==> src/rtl/conv2_kernel_fetch.sv <==
// conv2_kernel_fetch
//   Streams one convolution kernel out of a dual-port weight ROM as a sequence
//   of (even, odd) weight pairs. Each read issue puts two adjacent addresses on
//   the ROM ports. The two words come back two edges later and are queued in a
//   4-entry FIFO that drives a valid/ready output stream.
//
// Ports
//   clock        sole clock, all state on posedge
//   reset        synchronous active-high reset
//   start        one-cycle kernel request, honoured only in IDLE
//   kernel_idx   kernel number, latched when start is accepted
//   address_a/b  registered ROM addresses (even / odd word of a pair)
//   q_a/q_b      ROM data, valid one clock after the address is sampled
//   weight_a/b   head-of-FIFO weight pair
//   out_valid    a pair is presented
//   out_ready    consumer accepts the presented pair
//   out_last     presented pair is the final pair of the kernel
//   busy         kernel stream in progress
//   done         one-cycle pulse after the final transfer
module conv2_kernel_fetch #(
  parameter int KLEN  = 16,
  parameter int NKERN = 16
) (
  input  logic        clock,
  input  logic        reset,
  input  logic        start,
  input  logic [7:0]  kernel_idx,
  output logic [7:0]  address_a,
  output logic [7:0]  address_b,
  input  logic [15:0] q_a,
  input  logic [15:0] q_b,
  output logic [15:0] weight_a,
  output logic [15:0] weight_b,
  output logic        out_valid,
  input  logic        out_ready,
  output logic        out_last,
  output logic        busy,
  output logic        done
);

  localparam int         NPAIR     = KLEN / 2;
  localparam logic [7:0] LAST_PAIR = 8'(NPAIR - 1);

  typedef enum logic [1:0] {IDLE, FETCH, DRAIN, DONE} state_t;

  state_t      state_reg, state_next;
  logic [7:0]  base_reg;
  logic [7:0]  pair_reg;
  logic [7:0]  addr_even;

  // Two-stage issue pipeline: stage 1 = address registered, stage 2 = ROM
  // has sampled the address; data is captured on the edge after stage 2.
  logic        s1_valid_reg, s1_last_reg;
  logic        s2_valid_reg, s2_last_reg;

  logic [2:0]  count_reg;
  logic [1:0]  wr_ptr_reg, rd_ptr_reg;
  logic [15:0] mem_a [4];
  logic [15:0] mem_b [4];
  logic        mem_last [4];

  logic        accept, issue, issue_last, push, pop;
  logic [3:0]  occupancy;

  assign accept    = start && ({1'b0, kernel_idx} < 9'(NKERN));
  assign push      = s2_valid_reg;
  assign out_valid = (count_reg != 3'd0);
  assign pop       = out_valid && out_ready;
  assign weight_a  = mem_a[rd_ptr_reg];
  assign weight_b  = mem_b[rd_ptr_reg];
  assign out_last  = mem_last[rd_ptr_reg];

  // Everything already buffered or on its way, minus what leaves this cycle.
  // Keeping this below 4 before issuing guarantees the FIFO cannot overflow.
  assign occupancy  = {1'b0, count_reg} + {3'b0, s1_valid_reg}
                    + {3'b0, s2_valid_reg} - {3'b0, pop};
  assign issue      = (state_reg == FETCH) && (occupancy < 4'd4);
  assign issue_last = issue && (pair_reg == LAST_PAIR);
  assign addr_even  = base_reg + (pair_reg << 1);

  always_ff @(posedge clock) begin
    if (reset) state_reg <= IDLE;
    else       state_reg <= state_next;
  end

  always_comb begin
    state_next = state_reg;
    busy       = 1'b0;
    done       = 1'b0;
    case (state_reg)
      IDLE:  if (accept) state_next = FETCH;
      FETCH: begin
        busy = 1'b1;
        if (issue_last) state_next = DRAIN;
      end
      DRAIN: begin
        busy = 1'b1;
        if (pop && out_last) state_next = DONE;
      end
      DONE: begin
        done       = 1'b1;
        state_next = IDLE;
      end
      default: state_next = IDLE;
    endcase
  end

  always_ff @(posedge clock) begin
    if (reset) begin
      base_reg     <= 8'd0;
      pair_reg     <= 8'd0;
      address_a    <= 8'd0;
      address_b    <= 8'd0;
      s1_valid_reg <= 1'b0;
      s1_last_reg  <= 1'b0;
      s2_valid_reg <= 1'b0;
      s2_last_reg  <= 1'b0;
      count_reg    <= 3'd0;
      wr_ptr_reg   <= 2'd0;
      rd_ptr_reg   <= 2'd0;
    end else begin
      if (state_reg == IDLE && accept) begin
        base_reg <= 8'(kernel_idx * KLEN);
        pair_reg <= 8'd0;
      end
      // Addresses only move on an issue, so they hold during a stall.
      if (issue) begin
        address_a <= addr_even;
        address_b <= addr_even + 8'd1;
        pair_reg  <= pair_reg + 8'd1;
      end
      s1_valid_reg <= issue;
      s1_last_reg  <= issue_last;
      s2_valid_reg <= s1_valid_reg;
      s2_last_reg  <= s1_last_reg;
      if (push) wr_ptr_reg <= wr_ptr_reg + 2'd1;
      if (pop)  rd_ptr_reg <= rd_ptr_reg + 2'd1;
      count_reg <= count_reg + {2'b0, push} - {2'b0, pop};
    end
  end

  // FIFO storage, one register set per entry. Entries are cleared on reset so
  // the head reads as zero afterwards.
  generate
    for (genvar gi = 0; gi < 4; gi++) begin : g_fifo
      always_ff @(posedge clock) begin
        if (reset) begin
          mem_a[gi]    <= 16'd0;
          mem_b[gi]    <= 16'd0;
          mem_last[gi] <= 1'b0;
        end else if (push && (wr_ptr_reg == 2'(gi))) begin
          mem_a[gi]    <= q_a;
          mem_b[gi]    <= q_b;
          mem_last[gi] <= s2_last_reg;
        end
      end
    end
  endgenerate

endmodule

==> config.mk <==
export PLATFORM = sky130hd
export DESIGN_NAME = conv2_kernel_fetch
export DESIGN_NICKNAME = d
export VERILOG_FILES = /design/src/rtl/conv2_kernel_fetch.sv
export SDC_FILE = /design/constraint.sdc
export NUM_CORES = 1
export LEC_CHECK = 0
export ABC_AREA = 1
export BUFFER_PORTS_ARGS = -buffer_cell sky130_fd_sc_hd__clkbuf_2
export CORE_UTILIZATION = 45
export CTS_CLUSTER_SIZE = 25
export DETAILED_ROUTE_END_ITERATION = 6
export PLACE_DENSITY_LB_ADDON = 0.1
export SLEW_MARGIN = 20
export SYNTH_ARGS = -nofsm -noshare
export SYNTH_HDL_FRONTEND = slang
export SYNTH_SLANG_ARGS = --single-unit
==> constraint.sdc <==
create_clock -name clock -period 5 [get_ports clock]
set_input_delay 1 -clock clock [delete_from_list [all_inputs] [get_ports clock]]
set_output_delay 1 -clock clock [all_outputs]
set_load 0.1 [all_outputs]
==> results.md <==
- Status: finished, final reports clean
- Vias/cell: 5.191
- WP depth: 4
- Total GRT Usage: 20.62%
- Unrepaired setup endpoints after global routing: no
- CP max stage delay: 800 ps
- Number of CTS-inserted buffers: 17
- Ys Warns: 0
- Worst setup EP type: output port
- Clk_lat worst skew: 420 ps
- Clock-pin slew of the registers on the worst-case setup and hold paths: 60 ps
- Area growth from synthesis to layout: 15.72%
- Area of the core: 0.01600 mm²
- N_diodes: 0
- Cell family with most CP delay: buffers and inverters
- Max VDD drop: 0.3935 mV
- Power Dens Cells: 580.6 mW/mm²
- CTS sink cnt: 167
- Die height: 130.6 µm
- WP data required: 4000 ps
- Seq cells post-synth: 167
- CP Cell Sequence: clkinv_1 > o21ai_0 > o22ai_1 > clkbuf_2
- # setup viols final: 0
- CP Launch Type: flop
- DP Area: 0.007994 mm²
- Setup TNS: 0 ps
- Nets: 879
- Routed Antenna Nets: 0
- Crit-path slowest cell: clkinv_1
- Worst hold path type: flop to flop
- Detail Placement HPWL: 9420 µm
- Critical Path End: weight_b[2]
- Footprint of the multi-input gates: 0.002296 mm²
- Critical R2R Capture: pair_reg[3]
- Routed wire length: 16490 µm
- Most frequent cells in the layout: nor2_1 (225), edfxtp_1 (132), clkbuf_2 (94)
- WL per Instance: 15.80 µm
- Fraction of the cycle the final worst path needs: 68.85%
- Vias in the first global route: 5260
- Hold-fix buffers, CTS: 0
- I/O Pins: 96
- Global route overflow: 0
- Post-Syn Nets: 810
- Crit path time final: 3443 ps
- FF-to-FF path depth: 15
- I/O Buffers: 94
- Sequential area share after synthesis: 62.67%
- Distinct cell type count after synthesis: 31
- Commonest non-fill, non-tap cell in the layout: nor2_1
- Crit path buffers/inverters: 2
- Gate Count Post-Synth: 746
- First-pass GRT wire length: 26250 µm
- CTS Buffer Depth: 2
- Iteration-0 DRC Markers: 398
- Worst Skew: 10.43 ps
- Initial Utilization: 46.52%
- Max Slew Vio Count: 0
- Mapped Avg Cell Area: 9.978 µm²
- Worst slew margin: 30.94%
- Vias: 5419
- Number of max-cap violations: 0
- CTS tree: done
- Post-Syn Area: 0.007443 mm²
- Setup Buffers After CTS: 0
- Sequential cell area: 0.004666 mm²
- R2R setup slack: 2320 ps
- Fill count: 1444
- CTS resizes: 0
- Pleak: 3.599 nW
- GPL Wtd Cong: 0.7735
- Row cnt: 46
- Pin count of the biggest net entering global routing: 67
- Worst Path Arrival: 2440 ps
- Final Hold Violating Endpoints: 0
- Share of layout cells above drive strength 1: 17.63%
- H-tree depth: 4
- Crit-path max FO: 33
- FMAX: 290.5 MHz
- Regs by FF count: mem_a: 64 flops, mem_b: 64 flops
- Setup CP Type: flop to output port
- Cell area after layout: 0.008613 mm²
- Initial antenna violation count: 0
- Final Util: 53.83%
- Die W: 130.6 µm
- Worst Tran Pin Value: 1030 ps
- Clk root buf: clkbuf_16
- Pre-antenna DRT Iters: 5
- Die Area: 0.01706 mm²
- R2r startpoint: count_reg[1]
- # DRC: 0
[where the power goes]
| part | leakage (nW) | total (mW) | switching (mW) | internal, mW |
|---|---|---|---|---|
| combinational | 1.66 | 1.97 | 1.65 | 0.320 |
| sequential | 1.65 | 1.64 | 0.0470 | 1.59 |
| clock | 0.296 | 1.39 | 0.516 | 0.877 |
| total | 3.60 | 5.00 | 2.22 | 2.79 |
[per-stage QoR]
stage | setup WS (ps) | total power, mW | hold WS, ps | instances
3_5_place_dp | 1889 | 3.646 | 411.0 | 1012
2_1_floorplan | 1636 | 3.348 | 388.3 | 746
4_1_cts | 1434 | 5.027 | 424.1 | 1044
5_1_grt | 1329 | 5.191 | 452.8 | 1044
6_report | 1557 | 5.000 | 417.5 | 1044
3_3_place_gp | 1890 | 3.619 | 402.0 | 1012
[tightest hold or removal path, delay by kind of cell, from the launching register on]
family / cells / cell delay (ps)
buf+inv: 1 / 40
flops: 1 / 300
simple gates: 1 / 40
[worst min path at each step]
| stage | from | slack [ps] | depth (start not counted) | to |
|---|---|---|---|---|
| floorplan | s1_last_reg | 390 | 2 | s2_last_reg |
| global placement | s1_last_reg | 400 | 2 | s2_last_reg |
| detailed placement | s1_last_reg | 410 | 2 | s2_last_reg |
| CTS | s1_last_reg | 420 | 2 | s2_last_reg |
| global route | s1_last_reg | 450 | 2 | s2_last_reg |
| finish | s1_last_reg | 420 | 2 | s2_last_reg |
[metal layers]
metal / up-vias / wire length [µm] / GRT usage, %
met3: 10 / 664 / 3.746
met4: 0 / 147 / 8.046
met1: 2633 / 7354 / 25.28
li1: 2631 / - / -
met2: 145 / 8328 / 36.07
met5: - / 0 / 0
[area by class of cell]
cell class | instances | area share [%]
Clock buffer | 20 | 5.070
Clock inverter | 12 | 2.106
Inverter | 69 | 3.051
Multi-Input combinational cell | 462 | 26.66
Sequential cell | 167 | 54.17
Tap cell | 216 | 3.138
Timing Repair Buffer | 98 | 5.811
[Yosys cell counts, drive strengths merged]
cell type	instances	area (µm²)
o21ai	85	429.2
nand3	25	137.6
buf	25	160.1
xnor2	2	17.52
conb	1	3.750
clkinv	2	7.510
clkbuf	23	86.33
ha	18	225.2
nand2	40	165.2
edfxtp	132	3964
a21oi	21	116.4
nand4	2	12.51
or2	1	6.260
dfxtp	35	700.7
o22ai	32	200.2
a21boi	1	18.77
fa	2	40.04
nor3	2	10.01
nor2	225	844.6
o21bai	1	11.26
xor2	3	26.28
and2	1	6.260
inv	67	254.0
[cell families (layout without fill, tap and decap cells)]
group | after synthesis | count (layout) | share of synthesized area, %
xor+xnor | 5 | 5 | 0.5884
flops | 167 | 167 | 62.67
compound gates | 140 | 140 | 10.42
buf+inv | 117 | 199 | 6.825
simple gates | 296 | 296 | 15.89
other cells | 1 | 1 | 0.05038
fa+ha+maj | 20 | 20 | 3.564
(Power assumes the default switching activity.)
